===== config.mk =====
export PLATFORM = sky130hd
export DESIGN_NAME = t08_lcd_bus_responder
export DESIGN_NICKNAME = d
export VERILOG_FILES = /design/src/rtl/t08_lcd_bus_responder.sv
export SDC_FILE = /design/constraint.sdc
export NUM_CORES = 1
export LEC_CHECK = 0
export BUFFER_PORTS_ARGS = -buffer_cell sky130_fd_sc_hd__buf_2
export CORE_AREA = 4 4 87 129
export CTS_BUF_LIST = sky130_fd_sc_hd__clkbuf_2
export DETAILED_ROUTE_END_ITERATION = 8
export DIE_AREA = 0 0 91 133
export PLACE_DENSITY_LB_ADDON = 0.3
export SETUP_SLACK_MARGIN = 0.5
export SYNTH_ARGS = -nofsm -noshare
export SYNTH_HDL_FRONTEND = slang
export SYNTH_SLANG_ARGS = --single-unit

===== constraint.sdc =====
create_clock -name clk -period 2.9 [get_ports clk]
set_input_delay 0.435 -clock clk [delete_from_list [all_inputs] [get_ports clk]]
set_output_delay 0.435 -clock clk [all_outputs]
set_load 0.03 [all_outputs]

===== src/rtl/t08_lcd_bus_responder.sv =====
// Display-side responder for the 8080-style parallel LCD bus.
// Decodes write strobes into a command byte plus packed parameter bytes, and
// answers read strobes by returning read_data one byte per strobe, MSB first.
module t08_lcd_bus_responder #(
  parameter int SYNC_STAGES     = 2,
  parameter int PARAM_BYTES_MAX = 4
) (
  input  logic        clk,
  input  logic        rst,
  input  logic        csx,
  input  logic        dcx,
  input  logic        wrx,
  input  logic        rdx,
  input  logic [7:0]  bus_in,
  input  logic [31:0] read_data,
  output logic [7:0]  bus_out,
  output logic        bus_oe,
  output logic [7:0]  cmd_out,
  output logic        cmd_valid,
  output logic [31:0] param_out,
  output logic [2:0]  param_count,
  output logic        param_valid,
  output logic        txn_done,
  output logic        error
);

  localparam logic [2:0] PARAM_MAX = 3'(PARAM_BYTES_MAX);

  typedef enum logic [1:0] {
    IDLE     = 2'd0,
    CMD_WAIT = 2'd1,
    PARAM    = 2'd2
  } state_t;

  state_t state, state_next;

  logic [SYNC_STAGES-1:0] csx_sync, dcx_sync, wrx_sync, rdx_sync;
  logic [7:0]             bus_sync [SYNC_STAGES];

  logic       csx_s, dcx_s, wrx_s, rdx_s;
  logic [7:0] bus_s;
  logic       csx_d, wrx_d, rdx_d;
  logic       conflict, blocked, gate;

  logic       ev_cs_fall, ev_cs_rise, ev_wr, ev_rd_fall, ev_rd_rise, ev_conflict;
  logic       dcx_q;
  logic [7:0] data_q;

  logic       do_cmd, do_param, do_err, do_done, do_close, do_rd_fall, do_rd_rise;

  logic       oe_q;
  logic [1:0] rd_index;
  logic       cmd_seen;

  assign csx_s = csx_sync[SYNC_STAGES-1];
  assign dcx_s = dcx_sync[SYNC_STAGES-1];
  assign wrx_s = wrx_sync[SYNC_STAGES-1];
  assign rdx_s = rdx_sync[SYNC_STAGES-1];
  assign bus_s = bus_sync[SYNC_STAGES-1];

  // Both strobes low at once is a protocol violation; edges stay frozen until both are high again.
  assign conflict = ~wrx_s & ~rdx_s;
  assign gate     = conflict | blocked;

  // The output enable is masked the moment csx is seen high, so it never overlaps a deselected bus.
  assign bus_oe = oe_q & ~csx_s;

  // Identical synchronizer chains keep data aligned with its strobes; strobes rest at their idle level.
  always_ff @(posedge clk) begin
    if (rst) begin
      csx_sync <= '1;
      wrx_sync <= '1;
      rdx_sync <= '1;
      dcx_sync <= '0;
      for (int i = 0; i < SYNC_STAGES; i++) bus_sync[i] <= '0;
    end else begin
      csx_sync    <= {csx_sync[SYNC_STAGES-2:0], csx};
      dcx_sync    <= {dcx_sync[SYNC_STAGES-2:0], dcx};
      wrx_sync    <= {wrx_sync[SYNC_STAGES-2:0], wrx};
      rdx_sync    <= {rdx_sync[SYNC_STAGES-2:0], rdx};
      bus_sync[0] <= bus_in;
      for (int i = 1; i < SYNC_STAGES; i++) bus_sync[i] <= bus_sync[i-1];
    end
  end

  // Edge detection against one extra register, registered as single-cycle events with their byte.
  always_ff @(posedge clk) begin
    if (rst) begin
      csx_d       <= 1'b1;
      wrx_d       <= 1'b1;
      rdx_d       <= 1'b1;
      blocked     <= 1'b0;
      ev_cs_fall  <= 1'b0;
      ev_cs_rise  <= 1'b0;
      ev_wr       <= 1'b0;
      ev_rd_fall  <= 1'b0;
      ev_rd_rise  <= 1'b0;
      ev_conflict <= 1'b0;
      dcx_q       <= 1'b0;
      data_q      <= '0;
    end else begin
      csx_d       <= csx_s;
      wrx_d       <= wrx_s;
      rdx_d       <= rdx_s;
      if (conflict)
        blocked <= 1'b1;
      else if (wrx_s && rdx_s)
        blocked <= 1'b0;
      ev_cs_fall  <= csx_d & ~csx_s;
      ev_cs_rise  <= ~csx_d & csx_s;
      ev_wr       <= ~wrx_d & wrx_s & ~gate;
      ev_rd_fall  <= rdx_d & ~rdx_s & ~gate;
      ev_rd_rise  <= ~rdx_d & rdx_s & ~gate;
      ev_conflict <= conflict;
      dcx_q       <= dcx_s;
      data_q      <= bus_s;
    end
  end

  // State register.
  always_ff @(posedge clk) begin
    if (rst) state <= IDLE;
    else     state <= state_next;
  end

  // Next-state decode and per-event action strobes; a csx rise overrides any coincident strobe.
  always_comb begin
    state_next = state;
    do_cmd     = 1'b0;
    do_param   = 1'b0;
    do_err     = 1'b0;
    do_done    = 1'b0;
    do_close   = 1'b0;
    do_rd_fall = 1'b0;
    do_rd_rise = 1'b0;
    case (state)
      IDLE: begin
        if (ev_cs_fall) state_next = CMD_WAIT;
      end
      CMD_WAIT, PARAM: begin
        if (ev_cs_rise) begin
          state_next = IDLE;
          do_close   = 1'b1;
          do_done    = cmd_seen;
        end else begin
          if (ev_conflict) do_err = 1'b1;
          if (ev_wr) begin
            if (!dcx_q) begin
              do_cmd     = 1'b1;
              state_next = PARAM;
            end else if (state == CMD_WAIT) begin
              do_err = 1'b1;
            end else if (param_count < PARAM_MAX) begin
              do_param = 1'b1;
            end else begin
              do_err = 1'b1;
            end
          end
          do_rd_fall = ev_rd_fall;
          do_rd_rise = ev_rd_rise;
        end
      end
      default: state_next = IDLE;
    endcase
  end

  // Output and datapath registers driven by the decoded actions.
  always_ff @(posedge clk) begin
    if (rst) begin
      bus_out     <= '0;
      oe_q        <= 1'b0;
      cmd_out     <= '0;
      cmd_valid   <= 1'b0;
      param_out   <= '0;
      param_count <= '0;
      param_valid <= 1'b0;
      txn_done    <= 1'b0;
      error       <= 1'b0;
      rd_index    <= '0;
      cmd_seen    <= 1'b0;
    end else begin
      cmd_valid   <= do_cmd;
      param_valid <= do_param;
      txn_done    <= do_done;
      if (do_err) error <= 1'b1;
      if (ev_conflict) oe_q <= 1'b0;
      if (do_rd_fall) begin
        oe_q <= 1'b1;
        case (rd_index)
          2'd0:    bus_out <= read_data[31:24];
          2'd1:    bus_out <= read_data[23:16];
          2'd2:    bus_out <= read_data[15:8];
          default: bus_out <= read_data[7:0];
        endcase
      end
      if (do_rd_rise) begin
        oe_q     <= 1'b0;
        rd_index <= rd_index + 2'd1;
      end
      if (do_cmd) begin
        cmd_out     <= data_q;
        param_out   <= '0;
        param_count <= '0;
        rd_index    <= '0;
        cmd_seen    <= 1'b1;
      end
      if (do_param) begin
        param_out   <= {param_out[23:0], data_q};
        param_count <= param_count + 3'd1;
      end
      if (do_close) begin
        oe_q     <= 1'b0;
        rd_index <= '0;
        cmd_seen <= 1'b0;
      end
    end
  end

endmodule

== After elaboration in Yosys (flattened, before gate mapping) ==
Memory sizes are Yosys's and may differ from the RTL's. A register that Yosys moved wholly into a read port is not among the register bits.
Index checks and enable logic that the tools add are counted.

* Register bits: 80
* Memory bits (writable): 16
* Bits of input ports: 46
* Output and inout bits: 56
* Logic and storage cells: 114
* Memories: 1

{| class="wikitable"
|+ Memories
! memory !! words !! width !! rd ports !! clocked after Yosys merged registers in !! wr ports !! line !! text
|-
| bus_sync || 2 || 8 || 2 || 1 || 2 || 38 || <nowiki>logic [7:0] bus_sync [SYNC_STAGES];</nowiki>
|}

* Add/subtract/negate cells: 2
* Magnitude comparators: 1
* Eq/ne operators: 7
* Multiplexer cells: 42
* Bitwise operators: 22
* Reductions and logical operators: 12

{| class="wikitable"
|+ Operators by type and width
! operator !! number
|-
| 32-bit two-way mux || 2
|-
| 1-bit two-way mux || 30
|-
| 8-bit one-hot mux with 3 select lines || 1
|-
| 8-bit two-way mux || 2
|-
| 1-bit bitwise AND || 10
|-
| 1-bit inverter || 9
|-
| 3-bit OR reduction || 3
|-
| 2-bit two-way mux || 4
|-
| 3-bit two-way mux || 2
|-
| 3-bit inequality test (second input constant) || 2
|-
| 2-bit nonzero test || 3
|-
| 2-bit by 1-bit == test with 1-bit output (second input constant) || 2
|-
| 2-bit == test (second input constant) || 2
|-
| 2-bit logical NOT || 2
|-
| 2-bit one-hot mux with 2 select lines || 1
|-
| 2-bit OR reduction || 2
|-
| 3-bit by 1-bit adder with 3-bit output (second input constant) || 1
|-
| 3-bit less-than comparator (second input constant) || 1
|-
| 1-bit OR || 3
|-
| 3-bit AND reduction || 1
|-
| 2-bit by 1-bit adder with 2-bit output (second input constant) || 1
|-
| 2-bit inequality test (second input constant) || 1
|-
| 1-bit logical AND || 1
|}

== Depth between registers and ports, before layout ==
* Word-level depth: 8
* Mapped depth: 8
* Depth with buffers taken out: 5

== Least setup slack after synthesis ==
OpenSTA, ideal clock, no wires.

* Path type: reg-to-reg
* From: reg state[0]
* To: reg bus_out[0]
* Library setup time: 0.060 ns
* Data arrival time: 1.499 ns
* Required time: 2.840 ns
* Slack: 1.342 ns
* Cell stages (with the launch flop): 8
* Path buffers: 2
* Period minus slack after synthesis: 1.558 ns
* Path through: dfxtp_1 inv_1 ha_1 buf_6 nor2b_1 buf_6 a21oi_2 a22o_1

* Cells in the longest elaborated chain, start to end: 3
* Elaborated cells between the ends (all ways): 4
* Classes of those cells: eq/ne (2); mux (1); reduce/logical (1)

{| class="wikitable"
|+ Ends and longest elaborated chain
! item !! line !! text
|-
| start, declared || 35 || <nowiki>state_t state, state_next;</nowiki>
|-
| start signal, assigned || 123 || <nowiki>else state <= state_next;</nowiki>
|-
| 2-bit by 1-bit == test with 1-bit output / 2-bit == test (equally long branches) || 136 || <nowiki>case (state)</nowiki>
|-
| 2-bit OR reduction * || 136 ||
|-
| 1-bit two-way mux * || 136 ||
|-
| end signal, assigned || 190 || <nowiki>2'd0: bus_out <= read_data[31:24];</nowiki>
|-
| end signal, assigned || 191 || <nowiki>2'd1: bus_out <= read_data[23:16];</nowiki>
|-
| end signal, assigned || 192 || <nowiki>2'd2: bus_out <= read_data[15:8];</nowiki>
|-
| end, declared || 16 || <nowiki>output logic [7:0] bus_out,</nowiki>
|}

Mark *: on every way between the ends. The rest lies on a longest branch, timed or not.
A chain may end at the register's enable or synchronous reset.

== Final worst setup path ==
Same ends and word-level chain as after synthesis.

==> qor.csv <==
stage;metric;value;unit
outcome;status;complete, no violations;
synthesis;synth_warnings;0;
placed_design;place_congestion;0.762;
placed_design;placed_area;0.00443;mm2
hold_path;hp-class;in2reg;
sta;period_minus_slack;2110;ps
finish;syn_to_final_growth;16.8;%
global_routing;grt_pass1_wl;14500;um
worst_setup_path;critPathSlowestCell;ha_1;
sta;fin_skew;27.8;ps
worst_setup_path;cp_data_arrival_time;2580;ps
hold_path;hold_depth;4;
worst_setup_path;worst-setup-path-type;reg2reg;
sta;whs;274;ps
worst_setup_path;worst_r2r_path_depth;6;
worst_setup_path;cp_max_fo;36;
sta;tightest_slew;932;ps
finish;mostFrequentLayoutCell;dfxtp_1;
floorplan;coreArea;0.0101;mm2
routing;totalWireLength;8820;um
clocking;post_cts_resized;0;
synthesis;ys_types;36;
worst_setup_path;critPathCaptureType;register;
pwr;power.leakage;0.00190;uW
routing;ant_nets;0;
floorplan;ios;102;
routing;via_per_inst;5.11;
synthesis;synth_nets;460;
clocking;clock_sinks;104;
synthesis;async_reset_ff_frac;0;
global_routing;grt_pass1_vias;2998;
synthesis;synthCells;405;
routing;drt_first_pass_iters;4;
floorplan;rows;45;
synthesis;synth_edf_count;0;
clocking;clk_latency;570;ps
pwr;powerDensity;501;mW/mm2
placed_design;io_buffer_count;101;
sta;worst_slack;788;ps
finish;post-route-util;0.457;
run;maxCapViolations;0;
finish;layout-drive-gt1-share;0.271;
sta;hold_viol;0;
synthesis;syn_area;0.00397;mm2
routing;drc;0;
clocking;clock_path_buffers;2;
worst_setup_path;critPathLaunchType;register;
floorplan;start_util;0.391;
routing;vias;3148;
clocking;h-tree-depth;3;
synthesis;synthFlopType;dfxtp_1;
sta;slew_headroom;0.379;
clocking;post_cts_buffers;0;
clocking;cts_buffers;9;
clocking;cts-root-buf;clkbuf_2;
global_routing;antenna_found_initial;0;
routing;drt_iter0_markers;190;
placed_design;dp_slack;833;ps
finish;nets;549;
worst_setup_path;cp_data_required_time;3370;ps
floorplan;die_x;91;um
global_routing;grt_max_degree;98;
clocking;cts_hold_buf;12;
worst_setup_path;path_cells;inv_1 > ha_1 > nor2b_2 > buf_4 > a21oi_2 > a22o_1;
pwr;peakVddDrop;0.218;mV
sta;setup_viol;0;
finish;final_cell_mix;dfxtp_1, buf_2, a21oi_1;
sta;final_max_slew_viol_count;0;
routing;wl_per_cell;14.3;um
synthesis;synth.avg_cell_area;9.80;um2
finish;final_area;0.00464;mm2
global_routing;grt.overflow.total;0;
finish;fillers;1015;
clocking;cts_tree;built;
worst_setup_path;slowest_delay;480;ps
global_routing;track_usage;0.147;
sta;max_freq;474;MHz
sta;rsz0062_at_grt;false;
synthesis;yosysSeqAreaShare;0.525;
floorplan;die_h;133;um
finish;diodes;0;
sta;finalCritPeriodShare;0.728;
placed_design;place_hpwl;5810;um
clocking;path_clk_slew;240;ps
synthesis;ys_ff_latch;104;
sta;finalSetupTns;0;ps
floorplan;fp.dieArea;0.0121;mm2
==> power breakdown <==
part,total [uW],switching [uW],leakage [uW],internal (uW)
Combinational,289,194,0.00100,94.2
Clock,557,447,0.0000530,110
Sequential,1470,12.3,0.000844,1460
==> state kept, by name, summed over array words and instances (netlist names), 2 cells and up <==
signal,count
param_out,32
bus_sync,16
param_count,3
bus_out,8
state,2
rdx_sync,2
rd_index,2
wrx_sync,2
csx_sync,2
cmd_out,8
data_q,8
dcx_sync,2
==> cell usage after synthesis, drive strengths merged, types with 4 or more instances <==
cell | n | area, um2
a22o | 8 | 70.1
o211ai | 35 | 263
inv | 8 | 30.0
a22oi | 9 | 67.6
clkbuf | 9 | 33.8
nor2b | 39 | 244
nand2 | 16 | 60.1
nor2 | 5 | 18.8
nor3 | 5 | 25.0
ha | 9 | 113
dfxtp | 104 | 2080
nand3 | 33 | 165
or2 | 9 | 56.3
nand2b | 4 | 32.5
buf | 29 | 189
a21oi | 61 | 309
==> critical path, delay by kind of cell (launching register included) <==
family                     cells  cell delay (ps)
AOI/OAI and AO/OA              2              490
adders and majority gates      1              480
buffers and inverters          2              430
DFF                            1              420
and+or+nand+nor                1              200
==> cell families (layout without fill, tap and decap cells) <==
logic type	after synthesis	count (layout)	share of synthesized area
AO/OA/AOI/OAI	119	119	0.191
adder cells (fa/ha/maj)	9	9	0.0284
buffers and inverters	46	140	0.0637
flip-flops	104	104	0.525
multiplexers	4	4	0.0104
AND/OR/NAND/NOR	123	123	0.181
==> per-stage QoR <==
stage | total power, uW | instances
floorplan | 1740 | 405
global placement | 1770 | 588
detailed placement | 1780 | 588
CTS | 2360 | 616
global route | 2440 | 616
finish | 2320 | 616
==> area by class of cell <==
| class | instances | area (um2) | share of cell area |
|---|---|---|---|
| Clock inverter | 6 | 36.3 | 0.00783 |
| Multi-Input combinational cell | 255 | 1640 | 0.354 |
| Timing Repair Buffer | 116 | 651 | 0.140 |
| Tap cell | 117 | 146 | 0.0316 |
| Inverter | 8 | 30.0 | 0.00648 |
| Sequential cell | 104 | 2080 | 0.449 |
| Clock buffer | 10 | 50.0 | 0.0108 |
==> worst paths after layout <==
kind / to / slack (ps) / start
setup / recovery: bus_out[0] / 790 / state[0]
hold / removal: bus_out[1] / 270 / read_data[1]
setup reg to reg: bus_out[0] / 790 / state[0]
hold reg to reg: ev_wr / 410 / wrx_d
==> layer usage <==
layer  global-route usage  vias up  part of all wire
li1                     -     1605                 -
met1                0.180     1437              0.42
met2                0.235       91              0.50
met3               0.0444       15             0.061
met4               0.0696        0             0.016
met5                    0        -                 0
No activity file was read; power rests on OpenSTA's default activity.
